File: config.mk
export PLATFORM = sky130hd
export DESIGN_NAME = axi_sys_master
export DESIGN_NICKNAME = d
export VERILOG_FILES = /design/src/rtl/axi_sys_master.sv
export SDC_FILE = /design/constraint.sdc
export NUM_CORES = 1
export LEC_CHECK = 0
export CAP_MARGIN = 20
export CORE_AREA = 5 5 133 135
export DETAILED_ROUTE_END_ITERATION = 10
export DIE_AREA = 0 0 138 140
export DONT_BUFFER_PORTS = 1
export GPL_TIMING_DRIVEN = 0
export PLACE_DENSITY = 0.46
export SYNTH_ARGS = -nofsm -noshare
export SYNTH_HDL_FRONTEND = slang
export SYNTH_SLANG_ARGS = --single-unit
File: constraint.sdc
create_clock -name axi_clk_i -period 1.5 [get_ports axi_clk_i]
set_input_delay 0.15 -clock axi_clk_i [delete_from_list [all_inputs] [get_ports axi_clk_i]]
set_output_delay 0.15 -clock axi_clk_i [all_outputs]
set_load 0.02 [all_outputs]
File: src/rtl/axi_sys_master.sv
// axi_sys_master: single-beat AXI3 initiator driven by a simple addr/wdata/sel/wen/ren request bus.
// Optional watchdog with DRAIN recovery is enabled by defining AXI_SYS_MASTER_TIMEOUT_EN.
module axi_sys_master #(
    parameter int AXI_DW      = 32,
    parameter int AXI_AW      = 32,
    parameter int AXI_IW      = 12,
    parameter int AXI_ID      = 0,
    parameter int TIMEOUT_CYC = 1024
) (
    input  logic              axi_clk_i,
    input  logic              axi_rst_i,
    input  logic [AXI_AW-1:0] req_addr_i,
    input  logic [AXI_DW-1:0] req_wdata_i,
    input  logic [3:0]        req_sel_i,
    input  logic              req_wen_i,
    input  logic              req_ren_i,
    output logic [AXI_DW-1:0] req_rdata_o,
    output logic              req_ack_o,
    output logic              req_err_o,
    output logic              req_busy_o,
    output logic [AXI_IW-1:0] axi_awid_o,
    output logic [AXI_AW-1:0] axi_awaddr_o,
    output logic [3:0]        axi_awlen_o,
    output logic [2:0]        axi_awsize_o,
    output logic [1:0]        axi_awburst_o,
    output logic [1:0]        axi_awlock_o,
    output logic [3:0]        axi_awcache_o,
    output logic [2:0]        axi_awprot_o,
    output logic              axi_awvalid_o,
    input  logic              axi_awready_i,
    output logic [AXI_IW-1:0] axi_wid_o,
    output logic [AXI_DW-1:0] axi_wdata_o,
    output logic [3:0]        axi_wstrb_o,
    output logic              axi_wlast_o,
    output logic              axi_wvalid_o,
    input  logic              axi_wready_i,
    input  logic [AXI_IW-1:0] axi_bid_i,
    input  logic [1:0]        axi_bresp_i,
    input  logic              axi_bvalid_i,
    output logic              axi_bready_o,
    output logic [AXI_IW-1:0] axi_arid_o,
    output logic [AXI_AW-1:0] axi_araddr_o,
    output logic [3:0]        axi_arlen_o,
    output logic [2:0]        axi_arsize_o,
    output logic [1:0]        axi_arburst_o,
    output logic [1:0]        axi_arlock_o,
    output logic [3:0]        axi_arcache_o,
    output logic [2:0]        axi_arprot_o,
    output logic              axi_arvalid_o,
    input  logic              axi_arready_i,
    input  logic [AXI_IW-1:0] axi_rid_i,
    input  logic [AXI_DW-1:0] axi_rdata_i,
    input  logic [1:0]        axi_rresp_i,
    input  logic              axi_rlast_i,
    input  logic              axi_rvalid_i,
    output logic              axi_rready_o
);
`ifdef AXI_SYS_MASTER_TIMEOUT_EN
    typedef enum logic [2:0] {IDLE, WADDR, WRESP, RADDR, RDATA, DRAIN} state_t;
    localparam int CW = $clog2(TIMEOUT_CYC + 1);
    logic [CW-1:0] cnt_q, cnt_d;
    logic          wr_q, wr_d;
`else
    typedef enum logic [2:0] {IDLE, WADDR, WRESP, RADDR, RDATA} state_t;
`endif
    state_t            state_q, state_d;
    logic [AXI_AW-1:0] addr_q, addr_d;
    logic [AXI_DW-1:0] wdata_q, wdata_d, rdata_q, rdata_d;
    logic [3:0]        strb_q, strb_d;
    logic              ack_q, ack_d, err_q, err_d;
    logic              addr_done_q, addr_done_d, w_done_q, w_done_d;
    logic              drain_w, drain_r, aw_hs, w_hs, ar_hs;

`ifdef AXI_SYS_MASTER_TIMEOUT_EN
    assign drain_w = state_q == DRAIN && wr_q;
    assign drain_r = state_q == DRAIN && !wr_q;
`else
    assign drain_w = 1'b0;
    assign drain_r = 1'b0;
`endif

    always_ff @(posedge axi_clk_i) begin
        if (axi_rst_i) begin
            state_q     <= IDLE;
            addr_q      <= '0;
            wdata_q     <= '0;
            strb_q      <= '0;
            rdata_q     <= '0;
            ack_q       <= 1'b0;
            err_q       <= 1'b0;
            addr_done_q <= 1'b0;
            w_done_q    <= 1'b0;
`ifdef AXI_SYS_MASTER_TIMEOUT_EN
            cnt_q       <= '0;
            wr_q        <= 1'b0;
`endif
        end else begin
            state_q     <= state_d;
            addr_q      <= addr_d;
            wdata_q     <= wdata_d;
            strb_q      <= strb_d;
            rdata_q     <= rdata_d;
            ack_q       <= ack_d;
            err_q       <= err_d;
            addr_done_q <= addr_done_d;
            w_done_q    <= w_done_d;
`ifdef AXI_SYS_MASTER_TIMEOUT_EN
            cnt_q       <= cnt_d;
            wr_q        <= wr_d;
`endif
        end
    end

    // addr_done tracks the AW handshake for writes and the AR handshake for reads
    always_comb begin
        state_d     = state_q;
        addr_d      = addr_q;
        wdata_d     = wdata_q;
        strb_d      = strb_q;
        rdata_d     = rdata_q;
        ack_d       = 1'b0;
        err_d       = 1'b0;
        addr_done_d = addr_done_q || aw_hs || ar_hs;
        w_done_d    = w_done_q || w_hs;
`ifdef AXI_SYS_MASTER_TIMEOUT_EN
        cnt_d       = cnt_q;
        wr_d        = wr_q;
`endif
        case (state_q)
            IDLE: if (!ack_q && (req_wen_i || req_ren_i)) begin
                addr_done_d = 1'b0;
                w_done_d    = 1'b0;
`ifdef AXI_SYS_MASTER_TIMEOUT_EN
                cnt_d       = CW'(1);
                wr_d        = req_wen_i;
`endif
                if (req_wen_i && req_ren_i) begin
                    ack_d = 1'b1;
                    err_d = 1'b1;
                end else if (req_wen_i) begin
                    state_d = WADDR;
                    addr_d  = req_addr_i;
                    wdata_d = req_wdata_i;
                    strb_d  = req_sel_i;
                end else begin
                    state_d = RADDR;
                    addr_d  = req_addr_i;
                end
            end
            WADDR: if (addr_done_d && w_done_d) state_d = WRESP;
            WRESP: if (axi_bvalid_i) begin
                state_d = IDLE;
                ack_d   = 1'b1;
                err_d   = axi_bresp_i[1] || axi_bid_i != AXI_IW'(AXI_ID);
            end
            RADDR: if (ar_hs) state_d = RDATA;
            RDATA: if (axi_rvalid_i) begin
                state_d = IDLE;
                ack_d   = 1'b1;
                rdata_d = axi_rdata_i;
                err_d   = axi_rresp_i[1] || axi_rid_i != AXI_IW'(AXI_ID) || !axi_rlast_i;
            end
`ifdef AXI_SYS_MASTER_TIMEOUT_EN
            DRAIN: if (wr_q ? axi_bvalid_i : axi_rvalid_i) state_d = IDLE;
`endif
            default: state_d = IDLE;
        endcase
`ifdef AXI_SYS_MASTER_TIMEOUT_EN
        if (state_q inside {WADDR, WRESP, RADDR, RDATA}) begin
            cnt_d = cnt_q + 1'b1;
            if (state_d != IDLE && cnt_q == CW'(TIMEOUT_CYC - 1)) begin
                state_d = DRAIN;
                ack_d   = 1'b1;
                err_d   = 1'b1;
            end
        end
`endif
    end

    always_comb begin
        axi_awvalid_o = (state_q == WADDR || drain_w) && !addr_done_q;
        axi_wvalid_o  = (state_q == WADDR || drain_w) && !w_done_q;
        axi_arvalid_o = (state_q == RADDR || drain_r) && !addr_done_q;
        axi_bready_o  = state_q == WRESP || drain_w || drain_r;
        axi_rready_o  = state_q == RDATA || drain_w || drain_r;
    end

    assign aw_hs = axi_awvalid_o && axi_awready_i;
    assign w_hs  = axi_wvalid_o && axi_wready_i;
    assign ar_hs = axi_arvalid_o && axi_arready_i;

    assign req_rdata_o   = rdata_q;
    assign req_ack_o     = ack_q;
    assign req_err_o     = err_q;
    assign req_busy_o    = state_q != IDLE || ack_q;
    assign axi_awid_o    = AXI_IW'(AXI_ID);
    assign axi_wid_o     = AXI_IW'(AXI_ID);
    assign axi_arid_o    = AXI_IW'(AXI_ID);
    assign axi_awaddr_o  = addr_q;
    assign axi_araddr_o  = addr_q;
    assign axi_awlen_o   = 4'h0;
    assign axi_arlen_o   = 4'h0;
    assign axi_awsize_o  = 3'h2;
    assign axi_arsize_o  = 3'h2;
    assign axi_awburst_o = 2'b01;
    assign axi_arburst_o = 2'b01;
    assign axi_awlock_o  = 2'b00;
    assign axi_arlock_o  = 2'b00;
    assign axi_awcache_o = 4'h0;
    assign axi_arcache_o = 4'h0;
    assign axi_awprot_o  = 3'b010;
    assign axi_arprot_o  = 3'b010;
    assign axi_wdata_o   = wdata_q;
    assign axi_wstrb_o   = strb_q;
    assign axi_wlast_o   = 1'b1;
endmodule

# == Word level (Yosys, flattened, before mapping) ==
# Cells that the tools add are included.
# Widths: inputs -> output; s select.
# word_totals
reg_bits,107
# classes
n_eq_ne,10
mux,20
bitwise_logic,1
reduce_logical,29
# ops
cell,count
$reduce_bool 12->1,2
$mux 3,6
$pmux 3 s5,1
$ne 2x2->1 const B,6
$mux 1,10
$logic_and 1x1->1,9
$logic_or 1x1->1,8
$eq 3x2->1 const B,2
$pmux 1 s3,2
$reduce_and 6->1,1
$logic_not 1->1,4
$reduce_and 4->1,1
$eq 3x1->1 const B,1
$eq 3x3->1 const B,1
$logic_not 3->1,1
$reduce_and 3->1,1
$reduce_bool 3->1,1
$mux 2,1
$reduce_and 2->1,1
$not 1->1,1

# == Depth between registers and ports, before layout ==
# Gate-level depths: netlist (run 1).
# logic_depth
word_depth,8
ltp_mapped,7
ltp_nobuf,5

# == Worst setup path after synthesis (run 1) ==
# Ideal clock, no wire load.
# synth_timing
path_kind,reg2reg
from,register state_q[2]
to,"register wdata_q[10], in the netlist axi_wdata_o[10]"
setup_time_ps,70
arrival_ps,1589
required_ps,1430
slack_ps,-159
path_stages_with_launch,8
n_path_buf,2
cell_sequence,dfxtp_1 > buf_2 > nor4_4 > inv_2 > nor3b_4 > buf_6 > nand2_1 > a21oi_1
# synth_between
elab_chain_len,2
# synth_rtl
item,line,text
from (decl),66,"state_t state_q, state_d;"
from (signal assigned),98,state_q <= state_d;
$logic_not 3->1,129,case (state_q)
$reduce_and 4->1 (no source line),--,
to (signal assigned),100,wdata_q <= wdata_d;
to (decl),68,"logic [AXI_DW-1:0] wdata_q, wdata_d, rdata_q, rdata_d;"
# No other way between the ends.
# A chain may end at the register's enable or synchronous reset.

# == Worst setup path after layout (run 1) ==
# layout_timing
from,"register ack_q, in the netlist req_ack_o"
to,"register strb_q[1], in the netlist axi_wstrb_o[1]"
# layout_between
elab_chain_len,3
# layout_rtl
item,line,text
from (decl),70,"logic ack_q, ack_d, err_q, err_d;"
from (signal assigned),103,ack_q <= ack_d;
$logic_not 1->1,130,IDLE: if (!ack_q && (req_wen_i || req_ren_i)) begin
$logic_and 1x1->1,130,
$reduce_and 4->1 (no source line),--,
to (signal assigned),101,strb_q <= strb_d;
to (decl),69,"logic [3:0] strb_q, strb_d;"
# No other way between the ends.

==> flow_metrics.tcl, run 1 <==
set metrics [dict create \
    overflow 0 \
    dp_hpwl_um 12300 \
    rr_startpoint "req_ack_o$_SDFF_PP0_" \
    vias_per_cell 4.42 \
    violations "negative hold slack, negative setup slack" \
    max_stage_delay_ns 0.39 \
    cp.depth 8 \
    nets 954 \
    clock_path_buffers 2 \
    drv_slew 0 \
    r2r_end "axi_wstrb_o[1]$_SDFFE_PP0P_" \
    crit_family "buffers and inverters" \
    initialDrtViolationCount 142 \
    critPathBufInv 4 \
    syn_area_sq_um 4750 \
    path_max_fanout 5 \
    ys_ff_latch 107 \
    ant_nets 0 \
    dieHeight_um 140 \
    dp.cells 904 \
    core_area_sq_um 16300 \
    fin_ws_ns -0.155 \
    path_clk_slew_ns 0.07 \
    min_delay_path_depth 2 \
    period_share 1.10 \
    port_buffers 0 \
    cpMaxStageDelayCell "dfxtp_4" \
    post_route_cells_drive_above_1_share 0.306 \
    hold_end "axi_wstrb_o[3]$_SDFFE_PP0P_" \
    ys.flop_type "dfxtp_1" \
    cts_buffers 9 \
    status "finished with violations" \
    crit_path_frequent_cell "buf_6" \
    antenna_found_initial 0 \
    criticalPathCategory "flip-flop to flip-flop" \
    slew_headroom 0.365 \
    post-route-drc-count 0 \
    worstHoldStart "req_sel_i[3]" \
    grt_first_pass_wirelength_um 26100 \
    clock_skew_ns 0.00775 \
    final-seq-area_sq_um 2150 \
    arrival_ns 1.93 \
    peakVddDrop_uv 655 \
    htreeDepth 3 \
    fmax_ghz 0.604 \
    fin_crit_ns 1.66 \
    antenna_cells 0 \
    die-area_sq_um 19300 \
    rrSetupSlack_ns -0.16 \
    insertion_delay_ns 0.35 \
    total_leakage_power_nw 3.09 \
    wl_um 17200 \
    multi_input_area_sq_um 2290 \
    fin_hold_ws_ns -0.0612 \
    ys_types 37 \
    required_ns 1.78 \
    hold_path_class "input pin to flip-flop" \
    synth.avg_cell_area_sq_um 7.75 \
    place_congestion 0.794 \
    cp-end-kind "flip-flop" \
    ys.warnings.count 0 \
    placed_area_sq_um 5300 \
    initial_utilization 0.291 \
    grt_use_total 0.167 \
    syn2layout_area_growth_pct 57.1 \
    cts.sinks 107 \
    tightest_slew_ns 0.949 \
    synth_cells 613 \
    power_density_nw_per_um2 1170 \
    fill_cells 1582 \
    synth_edf_count 0 \
    rows 47 \
    path_cells "nor4_4 -> buf_6 -> inv_8 -> nor3b_4 -> buf_6 -> clkbuf_16 -> nand2_1 -> a21oi_1" \
    reg2reg_depth 8 \
    die_w_um 138 \
    drt_pre_antenna_iters 6 \
    cts_tree "yes" \
    first_global_vias 4665 \
    rsz0062_at_grt "true" \
    avgRoutedWirePerCell_um 16.5 \
    stdcell_area_sq_um 7470 \
    clock-root-buffer "clkbuf_16" \
    grt_max_degree 17 \
    io_pins 351 \
    dr_total_vias 4593 \
    setup_viol 64 \
    hold_viol 1 \
    fin_cells 1040 \
    ys_seq_area_frac 0.451 \
    max_cap_viol_count 0 \
    async_flop_share 0 \
    startpoint_type "flip-flop" \
]
## synth_stat cells (3+ instances only)
master | number | area, sq um
buf_6 | 4 | 45.0
nor3_1 | 4 | 20.0
clkbuf_1 | 28 | 105
a2111oi_0 | 3 | 26.3
nor4_1 | 6 | 37.5
buf_4 | 105 | 788
a21oi_1 | 103 | 515
nor2_1 | 14 | 52.6
dfxtp_1 | 107 | 2140
nand2_1 | 202 | 758
buf_2 | 4 | 20.0
## logic make-up (layout without fill, tap and decap cells)
logic type	Yosys count	in the layout	synth area share
xor gates and xnor gates	1	1	0.00184
muxes	1	1	0.00211
other	2	73	0.00158
buffers and inverters	144	279	0.204
DFF	107	107	0.451
and+or+nand+nor	244	245	0.214
AOI/OAI and AO/OA	114	114	0.126
## flip-flops by register name (all words and copies together) (netlist names)
signal / cells
axi_araddr_o: 32
axi_wdata_o: 32
req_rdata_o: 32
axi_wstrb_o: 4
state_q: 3
addr_done_q: 1
req_ack_o: 1
req_err_o: 1
w_done_q: 1
## worst max path at each step
stage                                  from                      endpoint
floorplan           state_q[1]$_SDFFE_PP0P_  axi_wdata_o[10]$_SDFFE_PP0P_
detailed placement  state_q[2]$_SDFFE_PP0P_   axi_wstrb_o[3]$_SDFFE_PP0P_
global route           req_ack_o$_SDFF_PP0_   axi_wstrb_o[0]$_SDFFE_PP0P_
global placement    state_q[2]$_SDFFE_PP0P_   axi_wstrb_o[3]$_SDFFE_PP0P_
finish                 req_ack_o$_SDFF_PP0_   axi_wstrb_o[1]$_SDFFE_PP0P_
CTS                 state_q[1]$_SDFFE_PP0P_   axi_wstrb_o[2]$_SDFFE_PP0P_
## timing repair
item / 4_1_cts / 5_1_grt
endpoints found under the setup margin: 110 / 107
gates resized for setup: 102 / 75
buffers inserted: 11 / 2
hold endpoints to repair: 103 / 2
pin swaps: 30 / 41
hold buffers: 101 / 1
gates cloned: 6 / 5
## cells in the final DEF (no fill, tap or decap), drive strengths merged
cell type    netlist  final
inv                3      3
nand2            202    203
conb               2     73
clkinv             0      2
xor2               1      1
mux2i              1      1
nor3               4      4
nor4               7      7
nand4              2      2
a21oi            103    103
nor2              14     14
nor2b              1      1
o2111ai            1      1
nand2b             1      1
and3b              1      1
nor4b              1      1
nand3              2      2
a2111oi            3      3
o21bai             1      1
dlygate4sd3        0    102
nor3b              2      2
buf              113    133
o41ai              1      1
a21boi             1      1
bufinv             0      2
nand4b             1      1
o21ai              1      1
dfxtp            107    107
and3               2      2
and2               2      2
clkbuf            28     37
nand3b             2      2
a31oi              2      2
o22ai              1      1
## per-layer routing
metal,up-vias,part of all wire,track usage
met5,-,0,0
met4,0,0.025,0.0629
met1,2090,0.34,0.169
li1,2222,-,-
met3,30,0.10,0.0695
met2,251,0.53,0.309
## cell type report
cell class                      instances  share of cell area
Tap cell                              220              0.0369
Buffer                                138               0.143
Multi-Input combinational cell        434               0.307
Clock buffer                           11              0.0338
Clock inverter                          4             0.00988
Inverter                                3             0.00251
Timing Repair Buffer                  123               0.178
Sequential cell                       107               0.288
## report_power, final
group | total, mW | switching, mW | internal, mW
Combinational | 2.63 | 1.35 | 1.27
Sequential | 3.53 | 0.467 | 3.06
Clock | 2.60 | 1.05 | 1.55
## per-stage QoR
stage / utilization / total power [mW] / hold slack [ns] / setup TNS [ns] / worst slack (ns)
2_1_floorplan: - / 4.79 / 0.286 / -4.73 / -0.153
3_3_place_gp: 0.324 / 5.10 / 0.288 / -35.72 / -0.555
3_5_place_dp: 0.324 / 5.12 / 0.293 / -35.83 / -0.573
4_1_cts: 0.440 / 8.63 / -0.0633 / -6.54 / -0.159
5_1_grt: 0.457 / 9.17 / -0.0616 / -12.75 / -0.269
6_report: 0.457 / 8.76 / -0.0612 / -5.78 / -0.155
Note: power is estimated with default switching activity, not from simulation.
==> run 2: changes to the inputs <==
--- a/config.mk
+++ b/config.mk
@@ -6,9 +6,10 @@
 export NUM_CORES = 1
 export LEC_CHECK = 0
 export CAP_MARGIN = 20
-export CORE_AREA = 5 5 133 135
+export CORE_AREA = 5 5 134 136
+export CTS_BUF_LIST = sky130_fd_sc_hd__clkbuf_4 sky130_fd_sc_hd__clkbuf_8 sky130_fd_sc_hd__clkbuf_16
 export DETAILED_ROUTE_END_ITERATION = 10
-export DIE_AREA = 0 0 138 140
+export DIE_AREA = 0 0 139 141
 export DONT_BUFFER_PORTS = 1
 export GPL_TIMING_DRIVEN = 0
 export PLACE_DENSITY = 0.46
==> run 2 against run 1 <==
Against the previous run: the run ends with negative setup slack left; global-route usage down 0.60 points; first-iteration DRC count down 16%; worst hold slack better by 0.088 ns; worst setup slack better by 0.017 ns; wire length down 0.32%; via count down 0.72%; final cell count up 1.1%; highest routed layer unchanged; utilization up 0.060 points; sequential cell count unchanged; maximum frequency up 1.0%; die area up 1.4%; design area up 3.0%.
==> flow_metrics.tcl, run 2 (synthesized netlist as in run 1, its figures left out) <==
set metrics [dict create \
    arrival_ns 1.85 \
    required_ns 1.71 \
    setup_viol 68 \
    drv_slew 0 \
    clock-root-buffer "clkbuf_16" \
    startpoint_type "flip-flop" \
    grt_max_degree 17 \
    overflow 0 \
    path_clk_slew_ns 0.07 \
    critPathBufInv 3 \
    path_cells "nor4_4 -> buf_4 -> nand3b_1 -> buf_4 -> clkbuf_2 -> nand2_1 -> a21oi_2" \
    cts_tree "yes" \
    status "finished with violations" \
    p_clk_frac 0.291 \
    vias_per_cell 4.34 \
    dr_total_vias 4560 \
    power_density_nw_per_um2 1150 \
    criticalPathCategory "flip-flop to flip-flop" \
    avgRoutedWirePerCell_um 16.3 \
    fin_util 0.458 \
    max_stage_delay_ns 0.35 \
    clock_skew_ns 0.00575 \
    power.switching_mw 2.95 \
    grt_first_pass_wirelength_um 25200 \
    fill_cells 1594 \
    power_mw 8.83 \
    swShare 0.334 \
    port_buffers 0 \
    tightest_slew_ns 0.792 \
    first_global_vias 4595 \
    die-area_sq_um 19600 \
    wl_um 17200 \
    antenna_found_initial 0 \
    cts_buffers 9 \
    cpMaxStageDelayCell "dfxtp_4" \
    crit_path_frequent_cell "buf_4" \
    slew_headroom 0.472 \
    io_pins 351 \
    rows 48 \
    fin_crit_ns 1.64 \
    combPwrFrac 0.310 \
    violations "negative setup slack" \
    path_max_fanout 10 \
    nets 959 \
    initial_utilization 0.283 \
    clock_path_buffers 2 \
    peakVddDrop_uv 554 \
    post-route-drc-count 0 \
    rsz0062_at_grt "true" \
    initialDrtViolationCount 119 \
    htreeDepth 3 \
    dp_hpwl_um 12300 \
    total_leakage_power_nw 3.20 \
    die_w_um 139 \
    grt_use_total 0.162 \
    syn2layout_area_growth_pct 61.9 \
    place_congestion 0.813 \
    fin_ws_ns -0.138 \
    max_cap_viol_count 0 \
    dieHeight_um 141 \
    crit_family "simple AND/OR/NAND/NOR gates" \
    cp-end-kind "flip-flop" \
    post_route_cells_drive_above_1_share 0.362 \
    hold_viol 0 \
    antenna_cells 0 \
    fmax_ghz 0.610 \
    hold_path_class "input pin to flip-flop" \
    insertion_delay_ns 0.35 \
    period_share 1.09 \
    cts.sinks 107 \
    ant_nets 0 \
    final_cell_mix "nand2_1 (149), buf_4 (117), dfxtp_1 (103), dlygate4sd3_1 (103), conb_1 (73)" \
    final_common_cell "nand2_1" \
    core_area_sq_um 16800 \
    drt_pre_antenna_iters 4 \
    pwr-share-seq 0.399 \
    p_int_mw 5.88 \
]
run 2: changes by cell type in the layout (fill, tap and decap cells not counted), sizes merged:
cell and change:
inv -1, clkinvlp +3, buf +10, clkinv -2, clkbuf -4, dlygate4sd3 +1, nand2 -1
run 2: metal layers:
| metal | global-route usage | share of wire | up-vias | routed length (um) |
|---|---|---|---|---|
| met5 | 0 | 0 | - | 0 |
| met4 | 0.0577 | 0.018 | 0 | 302 |
| met3 | 0.0604 | 0.091 | 21 | 1560 |
| met2 | 0.299 | 0.53 | 210 | 9120 |
| met1 | 0.167 | 0.36 | 2104 | 6180 |
| li1 | - | - | 2225 | - |
run 2: timing repair:
item | 4_1_cts | 5_1_grt
resized for setup | 114 | 132
gates cloned | 8 | 1
buffers inserted | 17 | 3
pin swaps | 35 | 67
endpoints found under the setup margin | 107 | 90
endpoints found under the hold margin | 103 | 3
hold buffers | 100 | 3
run 2: final cells by class:
type / instances / area [sq um] / area share
buffer: 138 / 1090 / 0.142
clock buffer: 12 / 248 / 0.0322
clock inverter: 4 / 75.1 / 0.00976
inverter: 3 / 15.0 / 0.00195
multi-input combinational: 433 / 2500 / 0.324
sequential: 107 / 2150 / 0.280
tap: 225 / 282 / 0.0366
timing repair buffer: 129 / 1330 / 0.173
run 2: metrics by stage:
| stage | instances | cell area (sq um) | setup WS (ns) | setup TNS (ns) | hold WS, ns |
|---|---|---|---|---|---|
| 2_1_floorplan | 684 | 5030 | -0.153 | -4.73 | 0.286 |
| 3_3_place_gp | 909 | 5310 | -0.497 | -34.13 | 0.289 |
| 3_5_place_dp | 909 | 5310 | -0.484 | -34.78 | 0.293 |
| 4_1_cts | 1047 | 7250 | -0.150 | -7.02 | -0.0641 |
| 5_1_grt | 1051 | 7690 | -0.221 | -10.70 | 0.0285 |
| 6_report | 1051 | 7690 | -0.138 | -5.14 | 0.0268 |
run 2: power by group through the flow:
stage          logic [mW]  clock network [mW]  registers [mW]
3_5_place_dp         1.54                   0            3.58
5_1_grt              2.93                2.79            3.55
2_1_floorplan        1.31                   0            3.49
4_1_cts              2.44                2.67            3.53
6_report             2.73                2.57            3.52
3_3_place_gp         1.53                   0            3.58
run 2: worst paths after layout:
kind,startpoint,to,slack (ns),depth (start not counted)
max,state_q[1]$_SDFFE_PP0P_,axi_wdata_o[24]$_SDFFE_PP0P_,-0.14,7
min,req_wen_i,req_ack_o$_SDFF_PP0_,0.03,2
max reg2reg,state_q[1]$_SDFFE_PP0P_,axi_wdata_o[24]$_SDFFE_PP0P_,-0.14,7
min reg2reg,w_done_q$_SDFF_PP0_,w_done_q$_SDFF_PP0_,0.56,2
